## config.mk

```make
export PLATFORM = sky130hd
export DESIGN_NAME = simd_accum
export DESIGN_NICKNAME = d
export VERILOG_FILES = /design/src/rtl/simd_pkg.sv /design/src/rtl/simd_lane_add.sv /design/src/rtl/simd_accum.sv
export SDC_FILE = /design/constraint.sdc
export NUM_CORES = 1
export LEC_CHECK = 0
export CORE_UTILIZATION = 47
export DETAILED_ROUTE_END_ITERATION = 6
export GPL_ROUTABILITY_DRIVEN = 0
export HOLD_SLACK_MARGIN = 0.15
export PLACE_DENSITY_LB_ADDON = 0.08
export SLEW_MARGIN = 20
export SYNTH_ARGS = -nofsm -noshare
export SYNTH_HDL_FRONTEND = slang
export SYNTH_SLANG_ARGS = --single-unit
export TNS_END_PERCENT = 1
```

## constraint.sdc

```tcl
create_clock -name clk_i -period 10.35 [get_ports clk_i]
set_input_delay 1.5525 -clock clk_i [delete_from_list [all_inputs] [get_ports clk_i]]
set_output_delay 1.5525 -clock clk_i [all_outputs]
set_load 0.02 [all_outputs]
```

## src/rtl/simd_pkg.sv

```systemverilog
// simd_pkg: shared types and helpers for the SIMD accumulator.
//   state_e      - accumulator FSM state (ACCUM, DUMP)
//   simd_word_t  - 48-bit packed SIMD word
//   lane_width() - lane width in bits for a given lane count
package simd_pkg;

   localparam int unsigned SIMD_W = 48;

   typedef logic [SIMD_W-1:0] simd_word_t;

   typedef enum logic [0:0] {
      ACCUM = 1'b0,
      DUMP  = 1'b1
   } state_e;

   // A zero lane count would divide by zero before the legality check can fire.
   function automatic int unsigned lane_width(input int unsigned lanes);
      return (lanes == 0) ? SIMD_W : SIMD_W / lanes;
   endfunction

endpackage

```

## src/rtl/simd_lane_add.sv

```systemverilog
// simd_lane_add: one LW-bit signed adder with overflow detection.
//   a_i, b_i - signed operands
//   sum_o    - LW-bit result (wrapped, or clamped when SIMD_ACCUM_SAT_EN is defined)
//   ovf_o    - signed overflow of a_i + b_i
// Build option: define SIMD_ACCUM_SAT_EN to saturate instead of wrapping.
module simd_lane_add
   import simd_pkg::*;
#(
   parameter int unsigned LW = 12
) (
   input  logic [LW-1:0] a_i,
   input  logic [LW-1:0] b_i,
   output logic [LW-1:0] sum_o,
   output logic          ovf_o
);

   logic [LW-1:0] raw;

   assign raw   = a_i + b_i;
   // Overflow only when both operands share a sign and the result does not.
   assign ovf_o = (a_i[LW-1] == b_i[LW-1]) && (raw[LW-1] != a_i[LW-1]);

`ifdef SIMD_ACCUM_SAT_EN
   always_comb begin
      sum_o = raw;
      if (ovf_o) begin
         sum_o = a_i[LW-1] ? {1'b1, {(LW-1){1'b0}}} : {1'b0, {(LW-1){1'b1}}};
      end
   end
`else
   assign sum_o = raw;
`endif

endmodule

```

## src/rtl/simd_accum.sv

```systemverilog
// simd_accum: per-lane accumulation of NACC packed signed samples, then dump.
//   clk_i, rst_i                       - clock, async active-high reset
//   in_data_i/in_valid_i/in_ready_o    - sample input handshake (lane k at [k*LW +: LW])
//   flush_i                            - dump a partial frame early
//   out_data_o/out_ovf_o/out_count_o   - lane sums, sticky overflow flags, sample count
//   out_valid_o/out_ready_i            - frame output handshake
// Build option: SIMD_ACCUM_SAT_EN selects saturating lanes (see simd_lane_add).
module simd_accum
   import simd_pkg::*;
#(
   parameter int unsigned LANES   = 4,
   parameter int unsigned NACC    = 16,
   parameter int unsigned OUT_REG = 1
) (
   input  logic        clk_i,
   input  logic        rst_i,
   input  logic [47:0] in_data_i,
   input  logic        in_valid_i,
   output logic        in_ready_o,
   input  logic        flush_i,
   output logic [47:0] out_data_o,
   output logic [3:0]  out_ovf_o,
   output logic [15:0] out_count_o,
   output logic        out_valid_o,
   input  logic        out_ready_i
);

   localparam int unsigned LW     = lane_width(LANES);
   localparam logic [15:0] NACC_W = 16'(NACC);

   if (!(LANES == 1 || LANES == 2 || LANES == 4)) begin : g_bad_lanes
      $fatal(1, "simd_accum: LANES must be 1, 2 or 4 (got %0d)", LANES);
   end
   if (NACC == 0 || NACC > 65535) begin : g_bad_nacc
      $fatal(1, "simd_accum: NACC must be in 1..65535 (got %0d)", NACC);
   end

   state_e     state_q, state_d;
   logic       run_q;
   logic [15:0] cnt_q, cnt_d;
   simd_word_t acc_q, acc_d, sum_w;
   logic [3:0] ovf_q, ovf_d, lane_ovf_w;
   logic       in_hs, out_hs;

   for (genvar k = 0; k < 4; k++) begin : g_lane
      if (k < LANES) begin : g_on
         simd_lane_add #(.LW(LW)) u_add (
            .a_i   (acc_q[k*LW +: LW]),
            .b_i   (in_data_i[k*LW +: LW]),
            .sum_o (sum_w[k*LW +: LW]),
            .ovf_o (lane_ovf_w[k])
         );
      end else begin : g_off
         assign lane_ovf_w[k] = 1'b0;
      end
   end

   // run_q holds ready low through reset and rises on the first clock after release.
   assign in_ready_o = run_q && (state_q == ACCUM);
   assign in_hs      = in_valid_i && in_ready_o;
   assign out_hs     = out_valid_o && out_ready_i;

   always_comb begin
      state_d = state_q;
      cnt_d   = cnt_q;
      acc_d   = acc_q;
      ovf_d   = ovf_q;
      unique case (state_q)
         ACCUM: begin
            if (in_hs) begin
               if (cnt_q == 16'd0) begin
                  acc_d = in_data_i;
                  ovf_d = '0;
                  cnt_d = 16'd1;
               end else begin
                  acc_d = sum_w;
                  ovf_d = ovf_q | lane_ovf_w;
                  cnt_d = cnt_q + 16'd1;
               end
            end
            // cnt_d != 0 covers both a partial frame and a sample arriving with the flush.
            if ((in_hs && cnt_d == NACC_W) || (flush_i && cnt_d != 16'd0)) begin
               state_d = DUMP;
            end
         end
         DUMP: begin
            if (out_hs) begin
               state_d = ACCUM;
               cnt_d   = 16'd0;
            end
         end
         default: state_d = ACCUM;
      endcase
   end

   always_ff @(posedge clk_i or posedge rst_i) begin
      if (rst_i) begin
         state_q <= ACCUM;
         run_q   <= 1'b0;
         cnt_q   <= '0;
         acc_q   <= '0;
         ovf_q   <= '0;
      end else begin
         state_q <= state_d;
         run_q   <= 1'b1;
         cnt_q   <= cnt_d;
         acc_q   <= acc_d;
         ovf_q   <= ovf_d;
      end
   end

   if (OUT_REG != 0) begin : g_oreg
      logic [47:0] data_q;
      logic [3:0]  ovfo_q;
      logic [15:0] count_q;
      logic        valid_q;

      // Capture once per DUMP; the FSM sits in DUMP until this copy is taken.
      always_ff @(posedge clk_i or posedge rst_i) begin
         if (rst_i) begin
            data_q  <= '0;
            ovfo_q  <= '0;
            count_q <= '0;
            valid_q <= 1'b0;
         end else if (state_q == DUMP && !valid_q) begin
            data_q  <= acc_q;
            ovfo_q  <= ovf_q;
            count_q <= cnt_q;
            valid_q <= 1'b1;
         end else if (out_hs) begin
            valid_q <= 1'b0;
         end
      end

      assign out_data_o  = data_q;
      assign out_ovf_o   = ovfo_q;
      assign out_count_o = count_q;
      assign out_valid_o = valid_q;
   end else begin : g_ocomb
      assign out_data_o  = acc_q;
      assign out_ovf_o   = ovf_q;
      assign out_count_o = cnt_q;
      assign out_valid_o = (state_q == DUMP);
   end

endmodule

```

==> run summary, run 1 <==
Fin nets -> 1040
Crit-path slowest cell -> nor4_1
Worst slew pin tran -> 1.08 ns
Total clock sinks -> 139
Final period util -> 38.9%
Number of synthesized flops with an enable pin -> 0
Layout cells sized above 1 -> 12.9%
Pre-CTS setup slack -> 5.95 ns
Synth Instances -> 838
Reg2reg path depth -> 9
Seq cells post-synth -> 139
Max incr delay on CP -> 0.72 ns
Yosys cell types -> 58
Worst-Skew Late Latency -> 0.42 ns
Lkg Pwr -> 4.33 nW
Max-Cap Viols -> 0
Clock buffer count from CTS -> 17
CP Max Fanout -> 73
CTS tree -> done
Area growth syn-to-layout -> 23.5%
CP startpoint kind -> primary input
Clock Tree Buf Depth -> 2
Die X -> 134 um
Worst EP arrival -> 4.32 ns
Worst path required time -> 10.65 ns
DRC violations left -> 0
Initial Util -> 48.8%
FMAX -> 249 MHz
DRT Pass-1 Iters -> 5
Worst Hold Class -> flip-flop to flip-flop
Fill cells -> 1411
Fin crit period -> 4.02 ns
Number of global-route vias before repair -> 6516
Pwr Density -> 301 nW/um^2
Root Buffer -> clkbuf_16
Post-CTS Resized -> 0
Endpoint class of the critical path -> flip-flop
Post-CTS Repair Setup Buffers -> 0
RR Startpoint -> cnt_q[0]
Initial drt markers -> 434
Post-Route WL -> 19.5 mm
Worst-case vdd ir drop -> 0.000173 V
DR vias/cell -> 5.77
Largest net degree at the start of global routing -> 76
Clock-pin slew on the worst setup and hold paths -> 0.05 ns
H-tree levels -> 4
GRT overflow -> 0
RSZ-0062 raised after global routing -> false
Final Hold Slack -> 0.487 ns
Status -> complete, no violations
Std cell rows -> 47
Max-slew headroom -> 27.7%
Endpoints failing setup -> 0
Register area share after synthesis -> 42.5%
Slew Limit Fails -> 0
CP Capture Point -> state_q
PnR worst setup slack -> 6.33 ns
Synthesized Nets -> 941
HPWL after detailed placement -> 13.3 mm
Clk_skew -> 0.00811 ns
Flop2flop setup slack -> 7.21 ns
Die area -> 17900 um^2
First-pass GRT wire length -> 32.5 mm
Cell Chain, Critical Path -> clkdlybuf4s50_1 > nand3b_4 > nor4_1 > xnor2_1 > o211a_1 > nand4_1 > o311a_1
Syn Area/Cell -> 9.76 um^2
Post-route setup TNS -> 0 ns
Diodes inserted -> 0
Port bufs -> 122
Initial antenna violation count -> 0
Hold Vio Cnt, Final -> 0
Asr flop ratio synth -> 100%
Yosys warning count -> 0
Setup CP Type -> primary input to flip-flop
Drt wl/cell -> 16.7 um
Reg2Reg Capture Point -> state_q
I/O Pins -> 123
Core footprint -> 16800 um^2
Top_reg_cell synth -> dfrtp_1
Antenna-violating nets left -> 0
Die height -> 134 um
DR vias -> 6742
Post-cts hold buffer count -> 0
GRT Util Overall -> 22.9%
Cell area after synthesis -> 8180 um^2
Crit. Startpoint -> in_valid_i
Yosys cell counts, types with 12 or more instances:
| cell | n | area (um^2) |
|---|---|---|
| nand3_1 | 12 | 60.1 |
| o21ai_0 | 50 | 250 |
| nor2_1 | 75 | 282 |
| mux2i_1 | 14 | 140 |
| a31oi_1 | 23 | 144 |
| clkbuf_1 | 24 | 90.1 |
| nor3_1 | 32 | 160 |
| dfrtp_1 | 139 | 3480 |
| mux2_2 | 69 | 777 |
| ha_1 | 46 | 576 |
| xnor2_1 | 21 | 184 |
| a21o_1 | 16 | 120 |
| nand2_1 | 88 | 330 |
| xor2_1 | 15 | 131 |
| a21oi_1 | 68 | 340 |
| inv_1 | 12 | 45.0 |
final cells by class:
type | count | area [um^2] | share of cell area (%)
clock inverters | 5 | 81.3 | 0.805
flip-flops and latches | 139 | 3480 | 34.4
repair buffers | 126 | 1250 | 12.4
inverters | 12 | 50.0 | 0.496
well taps | 220 | 275 | 2.73
multi-input cells | 641 | 4440 | 44.0
clock buffers | 26 | 519 | 5.14
metal layers:
metal / part of all wire (%) / GRT usage, %
met1: 46 / 30.6
met2: 48 / 37.8
met3: 4.4 / 3.82
met4: 1.4 / 7.32
met5: 0 / 0
registers in the layout (all words and copies together), names as in the netlist:
name         cells
acc_q           48
out_data_o      48
cnt_q           16
out_count_o     16
out_ovf_o        4
ovf_q            4
out_valid_o      1
run_q            1
state_q          1
worst min-delay path by stage:
stage / from / to / slack, ns / cells past startpoint
2_1_floorplan: ovf_q[0] / ovf_q[0] / 0.44 / 2
6_report: ovf_q[0] / ovf_q[0] / 0.49 / 2
3_3_place_gp: ovf_q[2] / ovf_q[2] / 0.46 / 2
4_1_cts: ovf_q[0] / ovf_q[0] / 0.49 / 2
5_1_grt: ovf_q[2] / ovf_q[2] / 0.52 / 2
3_5_place_dp: ovf_q[0] / ovf_q[0] / 0.47 / 2
kinds of logic (layout without fill, tap and decap cells):
family | after synthesis | count (layout) | synth area share (%)
AOI/OAI and AO/OA | 202 | 202 | 14.8
xor gates and xnor gates | 36 | 36 | 3.86
adders and majority gates | 50 | 50 | 8.02
buffers and inverters | 58 | 169 | 3.27
DFF | 139 | 139 | 42.5
muxes | 83 | 83 | 11.2
other | 1 | 1 | 0.0459
and+or+nand+nor | 269 | 269 | 16.2
power by group:
group | leakage, nW | internal, W | switching, W
Combinational | 2.32 | 0.000708 | 0.000800
Clock | 0.293 | 0.000392 | 0.000225
Sequential | 1.72 | 0.000749 | 0.000162
Total | 4.33 | 0.00185 | 0.00119
stage by stage:
step / total power (W) / cell area (um^2) / utilization (%) / std cells
after floorplan: 0.00196 / 8180 / - / 838
after global placement: 0.00237 / 9500 / 56.7 / 1138
after detailed placement: 0.00242 / 9500 / 56.7 / 1138
after CTS: 0.00305 / 10100 / 60.2 / 1169
after global routing: 0.00326 / 10100 / 60.2 / 1169
final: 0.00304 / 10100 / 60.2 / 1169
placed cells by master (no fill, tap or decap), types with 4 or more instances in the layout:
master | netlist | routed
nand4_1 | 10 | 10
nand2_1 | 88 | 88
a211oi_1 | 11 | 11
buf_4 | 4 | 4
mux2_2 | 69 | 69
fa_1 | 4 | 4
clkdlybuf4s50_1 | 0 | 122
xor2_1 | 15 | 15
nor2_1 | 75 | 75
and2_1 | 8 | 7
or2_2 | 6 | 6
a31oi_1 | 23 | 23
nand3b_1 | 4 | 4
nor3_1 | 32 | 32
xnor2_1 | 21 | 21
mux2i_1 | 14 | 14
clkbuf_16 | 0 | 17
and3_1 | 6 | 6
ha_1 | 46 | 46
nor4_1 | 4 | 4
a22oi_1 | 4 | 4
a21o_1 | 16 | 16
o211ai_1 | 6 | 6
clkbuf_8 | 0 | 6
dfrtp_1 | 139 | 139
o21ai_0 | 50 | 50
a21oi_1 | 68 | 68
nand3_1 | 12 | 12
inv_1 | 12 | 11
worst max-delay path, delay by kind of cell:
family | cells | cell delay, ns
buffers and inverters | 1 | 0.54
and+or+nand+nor | 3 | 1.49
AOI/OAI and AO/OA | 2 | 0.53
xor gates and xnor gates | 1 | 0.19
Note: power is estimated with default switching activity, not from simulation.
==> run 2: changes to the inputs <==
Clock period 10.35 ns to 3.7 ns, I/O delays scaled along.
==> run 2 against run 1 <==
Against the previous run:
- final cell count up 0.51%
- sequential share of layout area decreased by 0.12 points
- critical path depth rose by 3
- critical path type unchanged
- critical endpoint is now acc_q[10]
- largest cell class unchanged
==> run summary, run 2 (synthesis results as in run 1) <==
Largest net degree at the start of global routing -> 65 (-14%)
GRT Util Overall -> 23.2% (+0.31 points)
Most common cell after layout, fill and taps aside -> dfrtp_1
Die height -> 134 um (unchanged)
Antenna-violating nets left -> 0 (unchanged)
Endpoints failing setup -> 0 (unchanged)
Post-route setup TNS -> 0 ns (unchanged)
Fin crit period -> 2.71 ns
HPWL after detailed placement -> 13.9 mm (+4.4%)
Lkg Pwr -> 4.35 nW (+0.38%)
Max-slew headroom -> 50.9% (+23 points)
RSZ-0062 raised after global routing -> false
Final instance area -> 10100 um^2 (+0.35%)
Hold Vio Cnt, Final -> 0 (unchanged)
Slew Limit Fails -> 0 (unchanged)
Setup CP Type -> primary input to flip-flop
Number of global-route vias before repair -> 6676 (+2.5%)
Final Hold Slack -> 0.476 ns (-0.0108 ns)
Pwr Density -> 836 nW/um^2 (+180%)
Post-CTS Resized -> 0 (unchanged)
Clock buffer count from CTS -> 17 (unchanged)
CP Max Fanout -> 3 (-96%)
DR vias -> 6709 (-0.49%)
Die area -> 17900 um^2 (unchanged)
DR vias/cell -> 5.71 (-1.0%)
Std cell rows -> 47 (unchanged)
DRT Pass-1 Iters -> 5 (unchanged)
Diodes inserted -> 0 (unchanged)
CP startpoint kind -> primary input
Drt wl/cell -> 16.8 um (+0.63%)
Most frequent cells in the layout -> 139 x dfrtp_1, 122 x clkdlybuf4s50_1, 88 x nand2_1, 75 x nor2_1, 69 x mux2_2
DRC violations left -> 0 (unchanged)
Worst slew pin tran -> 0.737 ns (-0.347 ns)
Total clock sinks -> 139 (unchanged)
H-tree levels -> 4 (unchanged)
Fill cells -> 1441 (+2.1%)
Worst-Skew Late Latency -> 0.42 ns (about the same)
Initial Util -> 48.8% (unchanged)
First-pass GRT wire length -> 33.0 mm (+1.7%)
Layout cells sized above 1 -> 13.4% (+0.55 points)
Final period util -> 73.2%
Initial drt markers -> 446 (+2.8%)
I/O Pins -> 123 (unchanged)
Die X -> 134 um (unchanged)
Worst hold start -> ovf_q[1]
Pwr Total -> 0.00847 W (+180%)
Status -> complete, no violations
GRT overflow -> 0 (unchanged)
Core footprint -> 16800 um^2 (unchanged)
Endpoint class of the critical path -> flip-flop
Port bufs -> 122 (unchanged)
Reg area -> 3480 um^2 (unchanged)
Post-Route WL -> 19.7 mm (+1.1%)
Initial antenna violation count -> 0 (unchanged)
Fin nets -> 1047 (+0.67%)
Post-CTS Repair Setup Buffers -> 0 (unchanged)
Clk_skew -> 0.00896 ns (+0.000846 ns)
Placed Area -> 9570 um^2 (+0.80%)
Max-Cap Viols -> 0 (unchanged)
Crit. Startpoint -> in_data_i[0]
Root Buffer -> clkbuf_16
Clock-pin slew on the worst setup and hold paths -> 0.06 ns (about the same)
Clock Tree Buf Depth -> 2 (unchanged)
Area growth syn-to-layout -> 23.9%
Worst path required time -> 4.04 ns (-6.61 ns)
Worst-case vdd ir drop -> 0.000391 V (+130%)
FMAX -> 369 MHz
Worst Hold Class -> flip-flop to flip-flop
RR Startpoint -> state_q
Worst EP arrival -> 3.05 ns (-1.27 ns)
Post-cts hold buffer count -> 0 (unchanged)
Multi-input combinational cell area -> 4440 um^2 (unchanged)
CTS tree -> done
run 2: changes by cell type in the layout (fill, tap and decap cells not counted):
cell and delta:
buf_12 +2, buf_4 +5, clkbuf_8 -4, clkinv_2 +3, clkinv_4 -1, clkinvlp_4 +2, inv_6 -1
run 2: area by class of cell:
cell class	count	area share, %
Clock buffer	22	4.58
Clock inverter	8	0.939
Inverter	12	0.482
Multi-Input combinational cell	641	43.8
Sequential cell	139	34.3
Tap cell	220	2.72
Timing Repair Buffer	133	13.1
run 2: worst max-delay path, cell delays in order:
cell	delay, ns
clkdlybuf4s50_1	0.45
ha_1	0.28
fa_1	0.41
a21o_1	0.17
a21oi_1	0.29
o211ai_1	0.19
a41oi_1	0.29
xnor2_1	0.15
mux2i_1	0.09
o21ai_0	0.16
run 2: where the power goes:
group / total, W / internal, W / switching [W] / leakage, nW
Combinational: 0.00427 / 0.00201 / 0.00226 / 2.35
Clock: 0.00165 / 0.00101 / 0.000631 / 0.272
Sequential: 0.00255 / 0.00210 / 0.000453 / 1.72
Total: 0.00847 / 0.00512 / 0.00334 / 4.35
run 2: metrics by stage:
step                      setup WS [ns]  utilization, %  std cells
after floorplan                    1.34               -        838
after global routing              0.842            60.5       1175
after detailed placement          0.579            57.1       1145
final                             0.991            60.5       1175
after CTS                          1.02            60.5       1175
after global placement            0.705            57.1       1145
run 2: worst paths after layout:
check,to,slack [ns],depth (start not counted)
worst max-delay path,acc_q[10],0.99,10
worst min-delay path,ovf_q[1],0.48,2
worst max register to register,state_q,1.06,6
worst min register to register,ovf_q[1],0.48,2
max in group asynchronous,acc_q[11],2.10,3
min in group asynchronous,out_data_o[42],0.51,2
run 2: routing by layer:
| metal | vias up | track usage (%) | wire length (um) |
|---|---|---|---|
| met5 | - | 0 | 0 |
| met3 | 36 | 4.16 | 869 |
| met2 | 189 | 38.3 | 9510 |
| li1 | 3232 | - | - |
| met4 | 0 | 8.71 | 346 |
| met1 | 3252 | 30.2 | 8990 |
